### src/rtl/cpu_pkg.sv
`default_nettype none
// ============================================================================
// Module      : cpu_pkg
// Description : Shared types and encodings for the 16-bit RISC controller:
//               state enum, opcode/op fields, writeback select, memory
//               command and PC source codes. Branch condition codes exist
//               only when CPU_BRANCH_EN is defined.
// Revision    : 1.0 - initial release
// ============================================================================
package cpu_pkg;

    typedef enum logic [4:0] {
        S_RST     = 5'd0,
        S_IF1     = 5'd1,
        S_IF2     = 5'd2,
        S_UPD_PC  = 5'd3,
        S_DECODE  = 5'd4,
        S_WR_IMM  = 5'd5,
        S_GET_A   = 5'd6,
        S_GET_B   = 5'd7,
        S_EXEC    = 5'd8,
        S_WR_C    = 5'd9,
        S_ADDR    = 5'd10,
        S_LD_ADDR = 5'd11,
        S_MRD     = 5'd12,
        S_WR_M    = 5'd13,
        S_ST_B    = 5'd14,
        S_ST_C    = 5'd15,
        S_MWR     = 5'd16,
        S_BRANCH  = 5'd17,
        S_HALT    = 5'd18
    } state_t;

    localparam logic [2:0] c_OPC_MOV = 3'b110;
    localparam logic [2:0] c_OPC_ALU = 3'b101;
    localparam logic [2:0] c_OPC_LDR = 3'b011;
    localparam logic [2:0] c_OPC_STR = 3'b100;

    localparam logic [1:0] c_OP_MOVI = 2'b10;
    localparam logic [1:0] c_OP_MOVR = 2'b00;
    localparam logic [1:0] c_OP_ADD  = 2'b00;
    localparam logic [1:0] c_OP_CMP  = 2'b01;
    localparam logic [1:0] c_OP_MVN  = 2'b11;
    localparam logic [1:0] c_OP_MEM  = 2'b00;

    localparam logic [3:0] c_VSEL_C     = 4'b0001;
    localparam logic [3:0] c_VSEL_IMM   = 4'b0100;
    localparam logic [3:0] c_VSEL_MDATA = 4'b1000;

    localparam logic [1:0] c_MEM_NONE  = 2'b00;
    localparam logic [1:0] c_MEM_READ  = 2'b01;
    localparam logic [1:0] c_MEM_WRITE = 2'b10;

    localparam logic [1:0] c_PC_INC  = 2'b00;
    localparam logic [1:0] c_PC_REL  = 2'b01;
    localparam logic [1:0] c_PC_ZERO = 2'b10;

`ifdef CPU_BRANCH_EN
    localparam logic [2:0] c_OPC_BR   = 3'b001;
    localparam logic [1:0] c_OP_BR    = 2'b00;
    localparam logic [2:0] c_COND_B   = 3'b000;
    localparam logic [2:0] c_COND_BEQ = 3'b001;
    localparam logic [2:0] c_COND_BNE = 3'b010;
    localparam logic [2:0] c_COND_BLT = 3'b011;
    localparam logic [2:0] c_COND_BLE = 3'b100;
`endif

endpackage
`default_nettype wire

### src/rtl/instr_field_decode.sv
`default_nettype none
// ============================================================================
// Module      : instr_field_decode
// Description : Combinational split of the instruction word into its fields
//               plus sign extension of the 5- and 8-bit immediates.
// Revision    : 1.0 - initial release
// ============================================================================
module instr_field_decode #(
    parameter int DATA_W = 16
) (
    input  logic [DATA_W-1:0] ir,
    output logic [2:0]        opcode,
    output logic [1:0]        op,
    output logic [2:0]        rn,
    output logic [2:0]        rd,
    output logic [1:0]        sh,
    output logic [2:0]        rm,
    output logic [DATA_W-1:0] sximm5,
    output logic [DATA_W-1:0] sximm8
);

    assign opcode = ir[15:13];
    assign op     = ir[12:11];
    assign rn     = ir[10:8];
    assign rd     = ir[7:5];
    assign sh     = ir[4:3];
    assign rm     = ir[2:0];

    assign sximm5 = {{(DATA_W-5){ir[4]}}, ir[4:0]};
    assign sximm8 = {{(DATA_W-8){ir[7]}}, ir[7:0]};

endmodule
`default_nettype wire

### src/rtl/cpu_control_fsm.sv
`default_nettype none
// ============================================================================
// Module      : cpu_control_fsm
// Description : Moore controller for the 16-bit RISC datapath: fetch, decode
//               and per-instruction sequencing of datapath and memory control.
//               Define CPU_BRANCH_EN to decode the conditional branch group.
// Revision    : 1.0 - initial release
// ============================================================================
module cpu_control_fsm
    import cpu_pkg::*;
#(
    parameter int PC_W   = 9,
    parameter int DATA_W = 16
) (
    input  logic              clk,
    input  logic              reset_n,
    input  logic [DATA_W-1:0] ir,
    input  logic [2:0]        flags,
    output logic [2:0]        readnum,
    output logic [2:0]        writenum,
    output logic              write,
    output logic [3:0]        vsel,
    output logic              loada,
    output logic              loadb,
    output logic              loadc,
    output logic              loads,
    output logic              asel,
    output logic              bsel,
    output logic [1:0]        shift,
    output logic [1:0]        ALUop,
    output logic [DATA_W-1:0] sximm5,
    output logic [DATA_W-1:0] sximm8,
    output logic              load_ir,
    output logic              load_pc,
    output logic [1:0]        pc_src,
    output logic              load_addr,
    output logic              addr_sel,
    output logic [1:0]        mem_cmd,
    output logic              halted
);

    generate
        if (PC_W < 1 || PC_W > DATA_W) begin : g_bad_pc_w
            $error("PC_W must lie between 1 and DATA_W");
        end
    endgenerate

    state_t     r_state;
    state_t     w_next;
    state_t     w_decode_next;
    logic [2:0] w_opcode;
    logic [1:0] w_op;
    logic [2:0] w_rn;
    logic [2:0] w_rd;
    logic [1:0] w_sh;
    logic [2:0] w_rm;

    instr_field_decode #(
        .DATA_W (DATA_W)
    ) u_fields (
        .ir     (ir),
        .opcode (w_opcode),
        .op     (w_op),
        .rn     (w_rn),
        .rd     (w_rd),
        .sh     (w_sh),
        .rm     (w_rm),
        .sximm5 (sximm5),
        .sximm8 (sximm8)
    );

`ifdef CPU_BRANCH_EN
    // Branch condition sits in the Rn field; unknown conditions halt.
    logic w_cond_ok;
    logic w_taken;
    always_comb begin
        w_cond_ok = 1'b1;
        w_taken   = 1'b0;
        case (w_rn)
            c_COND_B:   w_taken = 1'b1;
            c_COND_BEQ: w_taken = flags[0];
            c_COND_BNE: w_taken = ~flags[0];
            c_COND_BLT: w_taken = flags[1] ^ flags[2];
            c_COND_BLE: w_taken = (flags[1] ^ flags[2]) | flags[0];
            default:    w_cond_ok = 1'b0;
        endcase
    end
`else
    logic w_unused_flags;
    assign w_unused_flags = ^flags;
`endif

    always_comb begin
        w_decode_next = S_HALT;
        case (w_opcode)
            c_OPC_MOV: begin
                if (w_op == c_OP_MOVI)
                    w_decode_next = S_WR_IMM;
                else if (w_op == c_OP_MOVR)
                    w_decode_next = S_GET_B;
            end
            c_OPC_ALU: w_decode_next = (w_op == c_OP_MVN) ? S_GET_B : S_GET_A;
            c_OPC_LDR, c_OPC_STR: begin
                if (w_op == c_OP_MEM)
                    w_decode_next = S_GET_A;
            end
`ifdef CPU_BRANCH_EN
            c_OPC_BR: begin
                if (w_op == c_OP_BR && w_cond_ok)
                    w_decode_next = S_BRANCH;
            end
`endif
            default: w_decode_next = S_HALT;
        endcase
    end

    always_ff @(posedge clk or negedge reset_n) begin
        if (!reset_n)
            r_state <= S_RST;
        else
            r_state <= w_next;
    end

    always_comb begin
        readnum   = 3'd0;
        writenum  = 3'd0;
        write     = 1'b0;
        vsel      = 4'b0000;
        loada     = 1'b0;
        loadb     = 1'b0;
        loadc     = 1'b0;
        loads     = 1'b0;
        asel      = 1'b0;
        bsel      = 1'b0;
        shift     = 2'b00;
        ALUop     = 2'b00;
        load_ir   = 1'b0;
        load_pc   = 1'b0;
        pc_src    = c_PC_INC;
        load_addr = 1'b0;
        addr_sel  = 1'b0;
        mem_cmd   = c_MEM_NONE;
        halted    = 1'b0;
        w_next    = S_HALT;
        case (r_state)
            S_RST: begin
                load_pc = 1'b1;
                pc_src  = c_PC_ZERO;
                w_next  = S_IF1;
            end
            S_IF1: begin
                addr_sel = 1'b1;
                mem_cmd  = c_MEM_READ;
                w_next   = S_IF2;
            end
            S_IF2: begin
                addr_sel = 1'b1;
                mem_cmd  = c_MEM_READ;
                load_ir  = 1'b1;
                w_next   = S_UPD_PC;
            end
            S_UPD_PC: begin
                load_pc = 1'b1;
                w_next  = S_DECODE;
            end
            S_DECODE: w_next = w_decode_next;
            S_WR_IMM: begin
                vsel     = c_VSEL_IMM;
                writenum = w_rn;
                write    = 1'b1;
                w_next   = S_IF1;
            end
            S_GET_A: begin
                readnum = w_rn;
                loada   = 1'b1;
                w_next  = (w_opcode == c_OPC_ALU) ? S_GET_B : S_ADDR;
            end
            S_GET_B: begin
                readnum = w_rm;
                loadb   = 1'b1;
                w_next  = S_EXEC;
            end
            S_EXEC: begin
                // MOV reuses the adder with A forced to zero.
                shift = w_sh;
                if (w_opcode == c_OPC_MOV) begin
                    asel  = 1'b1;
                    ALUop = c_OP_ADD;
                end else begin
                    ALUop = w_op;
                end
                if (w_opcode == c_OPC_ALU && w_op == c_OP_CMP) begin
                    loads  = 1'b1;
                    w_next = S_IF1;
                end else begin
                    loadc  = 1'b1;
                    w_next = S_WR_C;
                end
            end
            S_WR_C: begin
                vsel     = c_VSEL_C;
                writenum = w_rd;
                write    = 1'b1;
                w_next   = S_IF1;
            end
            S_ADDR: begin
                bsel   = 1'b1;
                ALUop  = c_OP_ADD;
                loadc  = 1'b1;
                w_next = S_LD_ADDR;
            end
            S_LD_ADDR: begin
                load_addr = 1'b1;
                w_next    = (w_opcode == c_OPC_LDR) ? S_MRD : S_ST_B;
            end
            S_MRD: begin
                mem_cmd = c_MEM_READ;
                w_next  = S_WR_M;
            end
            S_WR_M: begin
                mem_cmd  = c_MEM_READ;
                vsel     = c_VSEL_MDATA;
                writenum = w_rd;
                write    = 1'b1;
                w_next   = S_IF1;
            end
            S_ST_B: begin
                readnum = w_rd;
                loadb   = 1'b1;
                w_next  = S_ST_C;
            end
            S_ST_C: begin
                asel   = 1'b1;
                ALUop  = c_OP_ADD;
                loadc  = 1'b1;
                w_next = S_MWR;
            end
            S_MWR: begin
                mem_cmd = c_MEM_WRITE;
                w_next  = S_IF1;
            end
`ifdef CPU_BRANCH_EN
            S_BRANCH: begin
                if (w_taken) begin
                    load_pc = 1'b1;
                    pc_src  = c_PC_REL;
                end
                w_next = S_IF1;
            end
`endif
            S_HALT: begin
                halted = 1'b1;
                w_next = S_HALT;
            end
            default: w_next = S_HALT;
        endcase
    end

endmodule
`default_nettype wire

### config.mk
export PLATFORM = sky130hd
export DESIGN_NAME = cpu_control_fsm
export DESIGN_NICKNAME = d
export VERILOG_FILES = /design/src/rtl/cpu_pkg.sv /design/src/rtl/instr_field_decode.sv /design/src/rtl/cpu_control_fsm.sv
export SDC_FILE = /design/constraint.sdc
export NUM_CORES = 1
export LEC_CHECK = 0
export ABC_CLOCK_PERIOD_IN_PS = 2200
export BUFFER_PORTS_ARGS = -buffer_cell sky130_fd_sc_hd__buf_4
export CORE_MARGIN = 2
export CORE_UTILIZATION = 44
export CTS_CLUSTER_SIZE = 14
export DETAILED_ROUTE_END_ITERATION = 10
export GPL_TIMING_DRIVEN = 0
export MAX_ROUTING_LAYER = met4
export PLACE_DENSITY = 0.87
export SLEW_MARGIN = 20
export SYNTH_ARGS = -nofsm -noshare
export SYNTH_HDL_FRONTEND = slang
export SYNTH_SLANG_ARGS = --single-unit
### constraint.sdc
create_clock -name clk -period 2.2 [get_ports clk]
set_input_delay 0.22 -clock clk [delete_from_list [all_inputs] [get_ports clk]]
set_output_delay 0.22 -clock clk [all_outputs]
set_load 0.01 [all_outputs]
==> summary.md <==
| Metric | Value |
|---|---|
| Outcome | `finished, final reports clean` |
| Yosys cell types | `47` |
| Synth area leader | `buf_4` |
| Crit Path Category | `register to output port` |
| Arrival @ worst endpoint | `about 1.7 ns` |
| Hpwl dp | `about 2.6 mm` |
| Largest net degree at the start of global routing | `15` |
| DRC violation total after the first TritonRoute iteration | `28` |
| R2R Setup Slk | `~0.77 ns` |
| Critical Path RT | `1.98 ns` |
| IO Pins | `between 80 and 90` |
| Max reg flops | `5` |
| Area of the mapped netlist | `around 1100 sq um` |
| Min cycle time layout | `between 1.5 and 2 ns` |
| DIE AREA | `roughly 2900 sq um` |
| HP Class | `input pin to asynchronous set/reset pin` |
| Vias in the first global route | `1,126` |
| Post-synthesis adder-cell area fraction | `0` |
| Synthesis-to-finish area growth | `58.3%` |
| ANT cells | `0` |
| Max Slew Vio Count | `0` |
| Largest Register | `r_state` |
| Final Hold Fails | `0` |
| Share of cells above drive strength 1 | `0.546` |
| # rows | `18` |
| DRT Pass-1 Iters | `4` |
| R2R Path Start | `r_state[3]$_DFF_PN0_` |
| DR WL/cell | `12.2 um` |
| Residual DRC | `0` |
| CTS tree | `done` |
| Critical Path Fanout Max | `10` |
| Crit path launch | `r_state[0]$_DFF_PN0_` |
| Main synth FF type | `dfrtp_1` |
| Async SR Flop Fraction | `1.00` |
| Drt via density | `5.10` |
| Buffers added on ports | `between 70 and 80` |
| Initial cell density of the core | `0.457` |
| Cell Area, Placed | `1720 sq um` |
| Grt total ovfl | `0` |
| Avg Cell Area, Syn | `between 7 and 8 sq um` |
| Post-route insts no fill | `around 270` |
| Syn Inst Count | `156` |
| Largest regs | `r_state: 5 flops` |
| PD cells | `approximately 800 nW/um^2` |
| First-pass GRT wire length | `approximately 4.6 mm` |
| Final setup fails | `0` |
| Deepest clock path buffer count | `2` |
| Post-synth EDFFs | `0` |
| Total GRT Usage | `0.223` |
| Post-synthesis simple-gate area fraction | `0.364` |
| Routed Antenna Nets | `0` |
| Fillers | `about 230` |
| Clk_lat worst skew | `around 0.26 ns` |
| RSZ-0062 raised after global routing | `false` |
| Synth area leaders | `buf_4 (24%), dfrtp_1 (11%), nor2_1 (5.7%)` |
| Layout Nets | `between 200 and 300` |
| Most common cell after layout, fill and taps aside | `buf_4` |
| Synth top area share | `0.243` |
| DRT Wirelength | `around 3.3 mm` |
| CTS root buf | `clkbuf_4` |
| Commonest non-fill, non-tap cells in the layout | `buf_4 (112), nor2_1 (17), nand2_1 (12)` |
| Reg-to-reg endpoint | `r_state[0]$_DFF_PN0_` |
| Compound-gate portion of the synthesized area | `0.181` |
| Die Span Y | `between 50 and 60 um` |
| Critical path endpoint category | `output port` |
| TritonCTS Buffers | `3` |
| Largest family of logic cells by synthesized area | `simple AND/OR/NAND/NOR gates` |
| Die Span X | `~54 um` |
| Initial antenna violation count | `0` |
| Synth Warn # | `0` |
| Power Total | `1450 uW` |
| Synthesized flop and latch total | `5` |
| Routability cong. | `about 0.9` |
| Seq/Total Area, Yosys | `0.113` |
| Vias | `1,368` |
| Final Cycle Share | `0.885` |
| Post-Synth XOR/XNOR Area | `0.0236` |
| Worst reg2reg path depth | `5` |
| Final instance area | `approximately 1800 sq um` |
| CTS clk-pin slew, worst paths | `0.05 ns` |
| H-tree levels | `1` |
| Critical Path Start Type | `register` |
| Max Fclk | `around 510 MHz` |
| Max Clock Skew | `~0.0097 ns` |
| Post-synthesis mux area share | `0.0191` |
| Leakage power | `0.000952 uW` |
| Core box area | `~2400 sq um` |
| # placed instances | `between 200 and 300` |
| Max-cap violations | `0` |
| Clock sinks | `5` |
| Maximum vdd drop | `approximately 0.67 mV` |
| Post-CTS Setup Inserts | `0` |
| CP Capture Point | `ALUop[1]` |
| Setup TNS | `0 ns` |
## cell type report
| type | count | area [sq um] | share of cell area |
|---|---|---|---|
| buffer | 45 | 314 | 0.179 |
| sequential | 5 | 125 | 0.0711 |
| tap | 30 | 37.5 | 0.0213 |
| inverter | 4 | 15.0 | 0.00853 |
| multi-input combinational | 103 | 661 | 0.376 |
| clock buffer | 4 | 26.3 | 0.0149 |
| timing repair buffer | 77 | 581 | 0.330 |
## through the flow
stage,utilization,setup WS [ns],hold WS [ns]
finish,0.723,0.252,0.294
global route,0.723,0.149,0.291
CTS,0.723,0.270,0.292
detailed placement,0.708,0.568,0.0226
global placement,0.708,0.611,0.0202
floorplan,-,0.780,-0.0756
## synthesized netlist by cell type (2+ instances only)
master    number
and3_1         3
nand2b_1       2
nor3b_1        2
nor3_1         3
nand3b_1       2
o311ai_1       2
buf_2          8
dfrtp_1        5
buf_4         36
and2_1         3
nand2_1       12
nor2_1        17
nor2b_1        7
xnor2_1        2
nand3_1        4
nor4_1         2
a21oi_1        5
and4_1         2
or2_1          2
inv_1          4
a22oi_1        7
## logic make-up after synthesis
| kind of cell | Yosys count |
|---|---|
| multiplexers | 2 |
| XOR/XNOR | 3 |
| buffers and inverters | 49 |
| flip-flops | 5 |
| AO/OA/AOI/OAI | 27 |
| other | 1 |
| AND/OR/NAND/NOR | 69 |
## worst max-delay path: stages (launching register included)
cell	delay (ns)
dfrtp_1	0.38
buf_4	0.17
nor2b_1	0.22
nor3b_4	0.36
and3_1	0.21
buf_4	0.12
## worst min-delay path by stage
| stage | from | end | slack [ns] | cells past startpoint |
|---|---|---|---|---|
| 4_1_cts | reset_n | r_state[3]$_DFF_PN0_ | 0.29 | 2 |
| 6_report | reset_n | r_state[3]$_DFF_PN0_ | 0.29 | 2 |
| 3_3_place_gp | reset_n | r_state[2]$_DFF_PN0_ | 0.02 | 1 |
| 2_1_floorplan | reset_n | r_state[0]$_DFF_PN0_ | -0.08 | 0 |
| 3_5_place_dp | reset_n | r_state[1]$_DFF_PN0_ | 0.02 | 1 |
| 5_1_grt | reset_n | r_state[3]$_DFF_PN0_ | 0.29 | 2 |
## routing by layer
metal	GRT usage	vias up	wire length, um	part of all wire
li1	-	668	-	-
met1	0.244	615	1250	0.38
met2	0.388	78	1560	0.48
met3	0.0301	7	388	0.12
met4	0.121	0	73	0.022
met5	-	-	0	0
## power breakdown
part | switching (uW) | internal (uW) | leakage (uW)
logic | 641 | 534 | 0.000875
registers | 25.8 | 131 | 0.0000623
clock network | 45.3 | 69.0 | 0.0000150
## timing repair
item,in CTS,in global routing
endpoints found under the setup margin,0,0
hold buffers,1,0
endpoints found under the hold margin,5,0
resized for setup,0,0
(Power assumes the default switching activity.)
